[src/rtl/bht_update_queue_pkg.sv]
// rtl/bht_update_queue_pkg.sv - shared types and constants for the BHT update queue
package bht_update_queue_pkg;

    // Core configuration slice the queue needs: PC width and BHT index width.
    typedef struct packed {
        int unsigned VLEN;
        int unsigned BHTIndexBits;
    } bhtq_cfg_t;

    localparam int unsigned DEFAULT_VLEN           = 32;
    localparam int unsigned DEFAULT_BHT_INDEX_BITS = 6;

    localparam bhtq_cfg_t BHTQ_CFG_DEFAULT = '{
        VLEN:         DEFAULT_VLEN,
        BHTIndexBits: DEFAULT_BHT_INDEX_BITS
    };

    // Default queue depth shared with the rest of the front end.
    localparam int unsigned BHT_UPDATE_QUEUE_DEPTH = 4;

    // Predictor metadata carried alongside each update (BHT index).
    typedef struct packed {
        logic [DEFAULT_BHT_INDEX_BITS-1:0] index;
    } bhtq_metadata_t;

    // Update record, laid out exactly as the BHT expects it.
    typedef struct packed {
        logic                     valid;
        logic [DEFAULT_VLEN-1:0]  pc;
        logic                     taken;
        bhtq_metadata_t           metadata;
    } bhtq_update_t;

endpackage

[src/rtl/bhtq_ptr.sv]
// rtl/bhtq_ptr.sv - head/tail/count bookkeeping for the BHT update queue
module bhtq_ptr #(
    parameter  int unsigned DEPTH = 4,
    localparam int unsigned PTR_W = $clog2(DEPTH),
    localparam int unsigned CNT_W = $clog2(DEPTH + 1)
) (
    input  logic             clk_i,
    input  logic             rst_i,
    input  logic             clr_i,
    input  logic             push_i,
    input  logic             pop_i,
    output logic [PTR_W-1:0] head_o,
    output logic [PTR_W-1:0] tail_o,
    output logic [CNT_W-1:0] count_o,
    output logic             full_o
);

    logic [PTR_W-1:0] head_q, head_d;
    logic [PTR_W-1:0] tail_q, tail_d;
    logic [CNT_W-1:0] count_q, count_d;

    // Next-state pointers; DEPTH is a power of two so pointers wrap for free.
    always_comb begin
        head_d  = head_q;
        tail_d  = tail_q;
        count_d = count_q;
        if (push_i) begin
            tail_d = tail_q + PTR_W'(1);
        end
        if (pop_i) begin
            head_d = head_q + PTR_W'(1);
        end
        if (push_i && !pop_i) begin
            count_d = count_q + CNT_W'(1);
        end else if (!push_i && pop_i) begin
            count_d = count_q - CNT_W'(1);
        end
    end

    // Pointer registers; a flush empties the queue just like reset.
    always_ff @(posedge clk_i) begin
        if (rst_i || clr_i) begin
            head_q  <= '0;
            tail_q  <= '0;
            count_q <= '0;
        end else begin
            head_q  <= head_d;
            tail_q  <= tail_d;
            count_q <= count_d;
        end
    end

    assign head_o  = head_q;
    assign tail_o  = tail_q;
    assign count_o = count_q;
    assign full_o  = (count_q == CNT_W'(DEPTH));

endmodule

[src/rtl/bht_update_queue.sv]
// rtl/bht_update_queue.sv - coalescing, drop-counting FIFO in front of the BHT update port
module bht_update_queue
    import bht_update_queue_pkg::*;
#(
    parameter bhtq_cfg_t   CVA6Cfg       = BHTQ_CFG_DEFAULT,
    parameter type         bp_metadata_t = bht_update_queue_pkg::bhtq_metadata_t,
    parameter type         bht_update_t  = bht_update_queue_pkg::bhtq_update_t,
    parameter int unsigned DEPTH         = BHT_UPDATE_QUEUE_DEPTH,
    parameter int unsigned DROP_CNT_W    = 8,
    localparam int unsigned PTR_W        = $clog2(DEPTH),
    localparam int unsigned CNT_W        = $clog2(DEPTH + 1)
) (
    input  logic                  clk_i,
    input  logic                  rst_i,
    input  logic                  flush_bp_i,
    input  logic                  debug_mode_i,
    input  logic                  stall_i,
    input  bht_update_t           resolved_i,
    output bht_update_t           bht_update_o,
    output logic                  full_o,
    output logic [CNT_W-1:0]      count_o,
    output logic [DROP_CNT_W-1:0] drop_cnt_o
);

    localparam int unsigned VLEN = CVA6Cfg.VLEN;

    bht_update_t            mem_q [DEPTH];
    logic [DROP_CNT_W-1:0]  drop_cnt_q;

    logic [PTR_W-1:0] head, tail, youngest;
    logic [CNT_W-1:0] count;
    logic             full;
    logic             out_valid;
    logic             pop;
    logic             in_valid;
    logic             coalesce;
    logic             push;
    logic             drop;
    logic [VLEN-1:0]  young_pc;
    bp_metadata_t     in_meta;

    bhtq_ptr #(
        .DEPTH (DEPTH)
    ) i_bhtq_ptr (
        .clk_i   (clk_i),
        .rst_i   (rst_i),
        .clr_i   (flush_bp_i),
        .push_i  (push),
        .pop_i   (pop),
        .head_o  (head),
        .tail_o  (tail),
        .count_o (count),
        .full_o  (full)
    );

    assign youngest = tail - PTR_W'(1);
    assign young_pc = mem_q[youngest].pc;
    assign in_meta  = resolved_i.metadata;

    // Debug mode hides the head from the BHT, which also freezes draining.
    assign out_valid = (count != '0) && !debug_mode_i;
    assign pop       = out_valid && !stall_i;

    // Flush and debug mode both swallow the incoming update without counting it.
    assign in_valid = resolved_i.valid && !flush_bp_i && !debug_mode_i;

    // Merge into the youngest entry unless that entry leaves the queue this cycle.
    assign coalesce = in_valid && (count != '0) && (resolved_i.pc == young_pc)
                    && !(pop && (count == CNT_W'(1)));
    assign push     = in_valid && !coalesce && (!full || pop);
    assign drop     = in_valid && !coalesce && full && !pop;

    // Entry storage: allocate at tail, or refresh outcome of the youngest on coalesce.
    always_ff @(posedge clk_i) begin
        if (rst_i) begin
            for (int i = 0; i < int'(DEPTH); i++) begin
                mem_q[i] <= '0;
            end
        end else if (push) begin
            mem_q[tail] <= resolved_i;
        end else if (coalesce) begin
            mem_q[youngest].taken    <= resolved_i.taken;
            mem_q[youngest].metadata <= in_meta;
        end
    end

    // Saturating drop counter; survives flushes so lost updates stay visible.
    always_ff @(posedge clk_i) begin
        if (rst_i) begin
            drop_cnt_q <= '0;
        end else if (drop && (drop_cnt_q != '1)) begin
            drop_cnt_q <= drop_cnt_q + DROP_CNT_W'(1);
        end
    end

    // Head entry drives the BHT directly from storage, qualified by out_valid.
    always_comb begin
        bht_update_o       = mem_q[head];
        bht_update_o.valid = out_valid;
    end

    assign full_o     = full;
    assign count_o    = count;
    assign drop_cnt_o = drop_cnt_q;

endmodule
[config.mk]
export PLATFORM = sky130hd
export DESIGN_NAME = bht_update_queue
export DESIGN_NICKNAME = d
export VERILOG_FILES = /design/src/rtl/bht_update_queue_pkg.sv /design/src/rtl/bhtq_ptr.sv /design/src/rtl/bht_update_queue.sv
export SDC_FILE = /design/constraint.sdc
export NUM_CORES = 1
export LEC_CHECK = 0
export ABC_AREA = 1
export ABC_CLOCK_PERIOD_IN_PS = 4200
export BUFFER_PORTS_ARGS = -buffer_cell sky130_fd_sc_hd__buf_2
export CAP_MARGIN = 5
export CORE_MARGIN = 4
export CORE_UTILIZATION = 25
export DETAILED_ROUTE_END_ITERATION = 12
export PLACE_DENSITY = 0.45
export SLEW_MARGIN = 20
export SYNTH_ARGS = -nofsm -noshare
export SYNTH_HDL_FRONTEND = slang
export SYNTH_SLANG_ARGS = --single-unit
[constraint.sdc]
create_clock -name clk_i -period 4.2 [get_ports clk_i]
set_clock_uncertainty 0.15 [all_clocks]
set_input_delay 0.21 -clock clk_i [delete_from_list [all_inputs] [get_ports clk_i]]
set_output_delay 0.21 -clock clk_i [all_outputs]
set_load 0.005 [all_outputs]
Yosys cells after proc, flatten, opt, wreduce, memory -nomap -nowiden --
Memory sizes are Yosys's and may differ from the RTL's. A register that Yosys moved wholly into a read port is not among the register bits. Cells that the tools add are included.
Storage, ports and cells: output and inout bits 52, bits in registers 15, memories kept 1, bits in writable memories 160
Memories:
- mem_q | depth 4, width 40, rd ports 2, clocked after memory_dff 1, write ports 4, RTL line bht_update_queue.sv:27 | bht_update_t mem_q [DEPTH];
Cells by class: reduce and logical (&&, ||, !) cells 29, add/subtract/negate cells 6, equality and inequality tests 4, mux-type cells 19
Operators by type and width (number):
- 2-to-1 mux 40 bit | 2
- OR reduction 40 bit | 2
- equality test 32 bit | 1
- logical AND 1 bit | 15
- 2-to-1 mux 1 bit | 10
- 2-to-1 mux 2 bit | 5
- adder 8 x 1 -> 8 bit, second input constant | 1
- zero test 1 bit | 8
- inequality test 8 bit, second input constant | 1
- 2-to-1 mux 3 bit | 2
- adder 2 x 1 -> 2 bit, second input constant | 2
- adder 3 x 1 -> 3 bit, second input constant | 1
- equality test 3 x 1 -> 1 bit, second input constant | 1
- equality test 3 bit, second input constant | 1
- nonzero test 3 bit | 1
- subtractor 3 x 1 -> 3 bit, second input constant | 1
- logical OR 1 bit | 2
- nonzero test 2 bit | 1
- subtractor 2 x 1 -> 2 bit, second input constant | 1

Logic depth before layout (Yosys ltp) --
depth after elaboration 15, depth in mapped cells 23, depth with buffers taken out 22

Hierarchy --
Synthesis repeated with hierarchy kept, for this count alone.
Second synthesis, totals: cells, all modules 1255, area total of the unflattened synthesis 9550.4 µm²
Modules (own cells, without submodules):
- bht_update_queue | instances 1, area each 9228.9 µm², cells an instance 1214
- bhtq_ptr | instances 1, area each 321.6 µm², cells an instance 41

Worst setup path before layout --
OpenSTA, ideal clock, no wires.
kind register to register, start point register i_bhtq_ptr.tail_q[1], in the netlist i_bhtq_ptr.tail_o[1], end point memory mem_q[3][10] (netlist name), enable pin, cell stages (with the launch flop) 18, arrival time 3.201 ns, required time 3.629 ns, path buffers 1, clock period less this slack 3.772 ns, setup slack 0.428 ns, path through dfxtp_1 inv_2 nand2_2 nand2_4 inv_4 buf_4 nand2_1 nand3_1 nand2_1 nor2_1 nand2_1 nor2_1 nand3_1 nor2_2 nor2_4 nand4_1 nand3_1 nor2_1
RTL lines:
- start, declared | RTL line bhtq_ptr.sv:19 | logic [PTR_W-1:0] tail_q, tail_d;
- start signal, assigned | RTL line bhtq_ptr.sv:48 | tail_q <= tail_d;
- end, declared | RTL line bht_update_queue.sv:27

==> results.sh <==
export IMPL_rows=71
export IMPL_yosysSeqAreaShare=0.522
export IMPL_vdd_drop_max_mv=0.285
export IMPL_cts_tree="yes"
export IMPL_timing_rr_start="i_bhtq_ptr.count_o[0]"
export IMPL_crit_start="i_bhtq_ptr.count_o[0]"
export IMPL_instances_no_fill=1877
export IMPL_reg2reg_setup_slack_ps=540
export IMPL_io_buffers=96
export IMPL_synth_edf_count=156
export IMPL_synth_main_ff_cell="edfxtp_1"
export IMPL_cts_inserted_buffers=17
export IMPL_wire_per_inst_um=17.9
export IMPL_post_drt_via_cell_ratio=4.58
export IMPL_critPathCaptureType="flip-flop"
export IMPL_start_kind="flip-flop"
export IMPL_status="complete, no violations"
export IMPL_io_pins=97
export IMPL_hold_viol_final=0
export IMPL_h_tree_depth=4
export IMPL_fp_dieH_um=204
export IMPL_yosysMostFrequentCell="nand2_1"
export IMPL_fin_crit_sh=0.872
export IMPL_area_growth_syn_to_layout_pct=19.1
export IMPL_r2r_end="mem_q[0][12]"
export IMPL_drc=0
export IMPL_slew_headroom=0.409
export IMPL_synth_fp_nets=1309
export IMPL_slew_viol_final=0
export IMPL_synth_cell_types=34
export IMPL_fin_util=0.303
export IMPL_cts_max_path_buffers=2
export IMPL_holdWs_ps=17.6
export IMPL_drive_gt1_frac=0.124
export IMPL_yosysTopAreaCellShare=0.487
export IMPL_dp_cells=1830
export IMPL_routed_wirelength_mm=33.6
export IMPL_die_x_um=204
export IMPL_finalSetupTns_ps=0
export IMPL_initial_utilization=0.254
export IMPL_crit_fanout=32
export IMPL_cp_data_required_time_ps=4360
export IMPL_crit_end="mem_q[0][12]"
export IMPL_arrival_ps=3820
export IMPL_cts_root_buf="clkbuf_16"
export IMPL_max_slew_worst_pin_slew_ps=886
export IMPL_final_setup_viol_count=0
export IMPL_core_um2=37800
export IMPL_netlist_instances=1258
export IMPL_critPathKind="flip-flop to flip-flop"
export IMPL_grt_usage=0.161
export IMPL_reg2regPathDepth=17
export IMPL_ant_nets=0
export IMPL_grt_max_degree=79
export IMPL_leakage_nw=5.19
export IMPL_avgSynthCellArea_um2=7.65
export IMPL_hp_class="primary input to flip-flop"
export IMPL_min_path_cells=3
export IMPL_place_hpwl_mm=22.9
export IMPL_grt_pass1_wl_mm=50.4
export IMPL_die_area_um2=41700
export IMPL_grt_pass1_vias=8442
export IMPL_grt_antenna_before_repair=1
export IMPL_overflow=0
export IMPL_powerDensity_nw_per_um2=360
export IMPL_clock_latency_ps=450
export IMPL_cap_violations=0
export IMPL_async_flop_share=0
export IMPL_synth_area_leaders="edfxtp_1 49%, nand2_1 17%, nor2_1 9.3%, o21ai_0 4.6%, inv_1 3.9%"
export IMPL_clkSlewWorstSetupHoldPaths_ps=70
export IMPL_drt_initial_drc_count=656
export IMPL_drt_pass1_iter_count=5
export IMPL_n_antenna_cell=0
export IMPL_synth_top_cell_by_area="edfxtp_1"
export IMPL_finalWorstSetupSlack_ps=539
export IMPL_num_vias=8589
export IMPL_synth_common_cells="446 x nand2_1, 239 x nor2_1, 156 x edfxtp_1"
export IMPL_pre_cts_slack_ps=469
export IMPL_post_cts_buffers=0
export IMPL_fin_crit_ps=3660
export IMPL_synth_warnings=0
export IMPL_yosys_register_bits=173
export IMPL_clkSinkCount=173
export IMPL_fmax_mhz=273
export IMPL_netlist_area_um2=9620
export IMPL_grt_setup_unrepaired="false"
export IMPL_fin_nets=1404
export IMPL_gp_congestion=0.803
logic make-up (layout without fill, tap and decap cells):
kind of cell | count (synthesis) | count (layout) | share of synthesized area
XOR/XNOR | 5 | 5 | 0.00455
flip-flops | 173 | 173 | 0.522
adder cells (fa/ha/maj) | 6 | 6 | 0.00781
AO/OA/AOI/OAI | 148 | 148 | 0.0830
buffers and inverters | 165 | 273 | 0.0701
AND/OR/NAND/NOR | 761 | 761 | 0.312
metal layers:
layer  wire [um]  vias up  track usage  part of all wire
met4         288        2       0.0316            0.0086
met2       16400      208        0.276              0.49
li1            -     4251            -                 -
met1       15100     4100        0.213              0.45
met3        1750       28       0.0314             0.052
met5           7        -            0           0.00021
area by class of cell:
cell class                      instances  area [um^2]
Clock buffer                           24          502
Clock inverter                          8          130
Fill cell                            4151        26400
Inverter                              104          393
Multi-Input combinational cell        920         3930
Sequential cell                       173         5030
Tap cell                              511          639
Timing Repair Buffer                  137          838
worst min-delay path by stage:
stage	start	to	slack (ps)
global placement	i_bhtq_ptr.head_o[0]	i_bhtq_ptr.head_o[0]	310
finish	resolved_i[21]	mem_q[3][21]	20
detailed placement	i_bhtq_ptr.head_o[1]	flip-flop	330
CTS	resolved_i[21]	mem_q[3][21]	2
floorplan	rst_i	drop_cnt_o[3]	130
global route	resolved_i[21]	mem_q[3][21]	20
layout by cell type (no fill, tap or decap), drive strengths merged, types with 3 or more instances in the layout:
cell type	Yosys	routed
a21oi	16	16
buf	32	122
bufinv	0	3
clkbuf	29	24
clkinvlp	0	3
dfxtp	17	17
dlygate4sd3	0	15
edfxtp	156	156
ha	6	6
inv	104	105
nand2	450	450
nand3	49	49
nand3b	5	5
nand4	8	8
nor2	241	241
nor3	4	4
o21ai	89	89
o22ai	39	39
xnor2	3	3
metrics by stage:
stage / area, um^2 / power [W]
after floorplan: 9620 / 0.00226
after global placement: 10700 / 0.00246
after detailed placement: 10700 / 0.00246
after CTS: 11500 / 0.00418
after global routing: 11500 / 0.00431
final: 11500 / 0.00413
critical path, stage by stage, from the launching register on:
cell,delay (ps)
dfxtp_1,430
inv_1,100
ha_1,240
nand2_1,100
nand3b_1,240
nor2_1,320
nor2_1,80
nand2_1,60
nor2_1,50
nand3_1,150
nor2_2,70
nor2_4,200
nand2_2,120
inv_2,100
nand2_1,80
inv_2,600
nand2_1,270
nor2_1,170
power by group:
part           switching (W)  leakage (nW)  total (W)  internal [W]
clock network       0.000688         0.299    0.00171       0.00102
logic               0.000303          3.15   0.000440      0.000138
registers          0.0000335          1.75    0.00198       0.00195
total                0.00102          5.19    0.00413       0.00311
flip-flops by register name (all words and copies together) (netlist names), named ones only:
signal and count:
i_bhtq_ptr.tail_o 2, i_bhtq_ptr.head_o 2, drop_cnt_o 8, mem_q 156, i_bhtq_ptr.count_o 3
timing repair:
item | 4_1_cts | 5_1_grt
endpoints found under the setup margin | 0 | 0
resized for setup | 0 | 0
hold endpoints to repair | 43 | 0
hold buffers | 15 | 0
No activity file was read; power rests on OpenSTA's default activity.
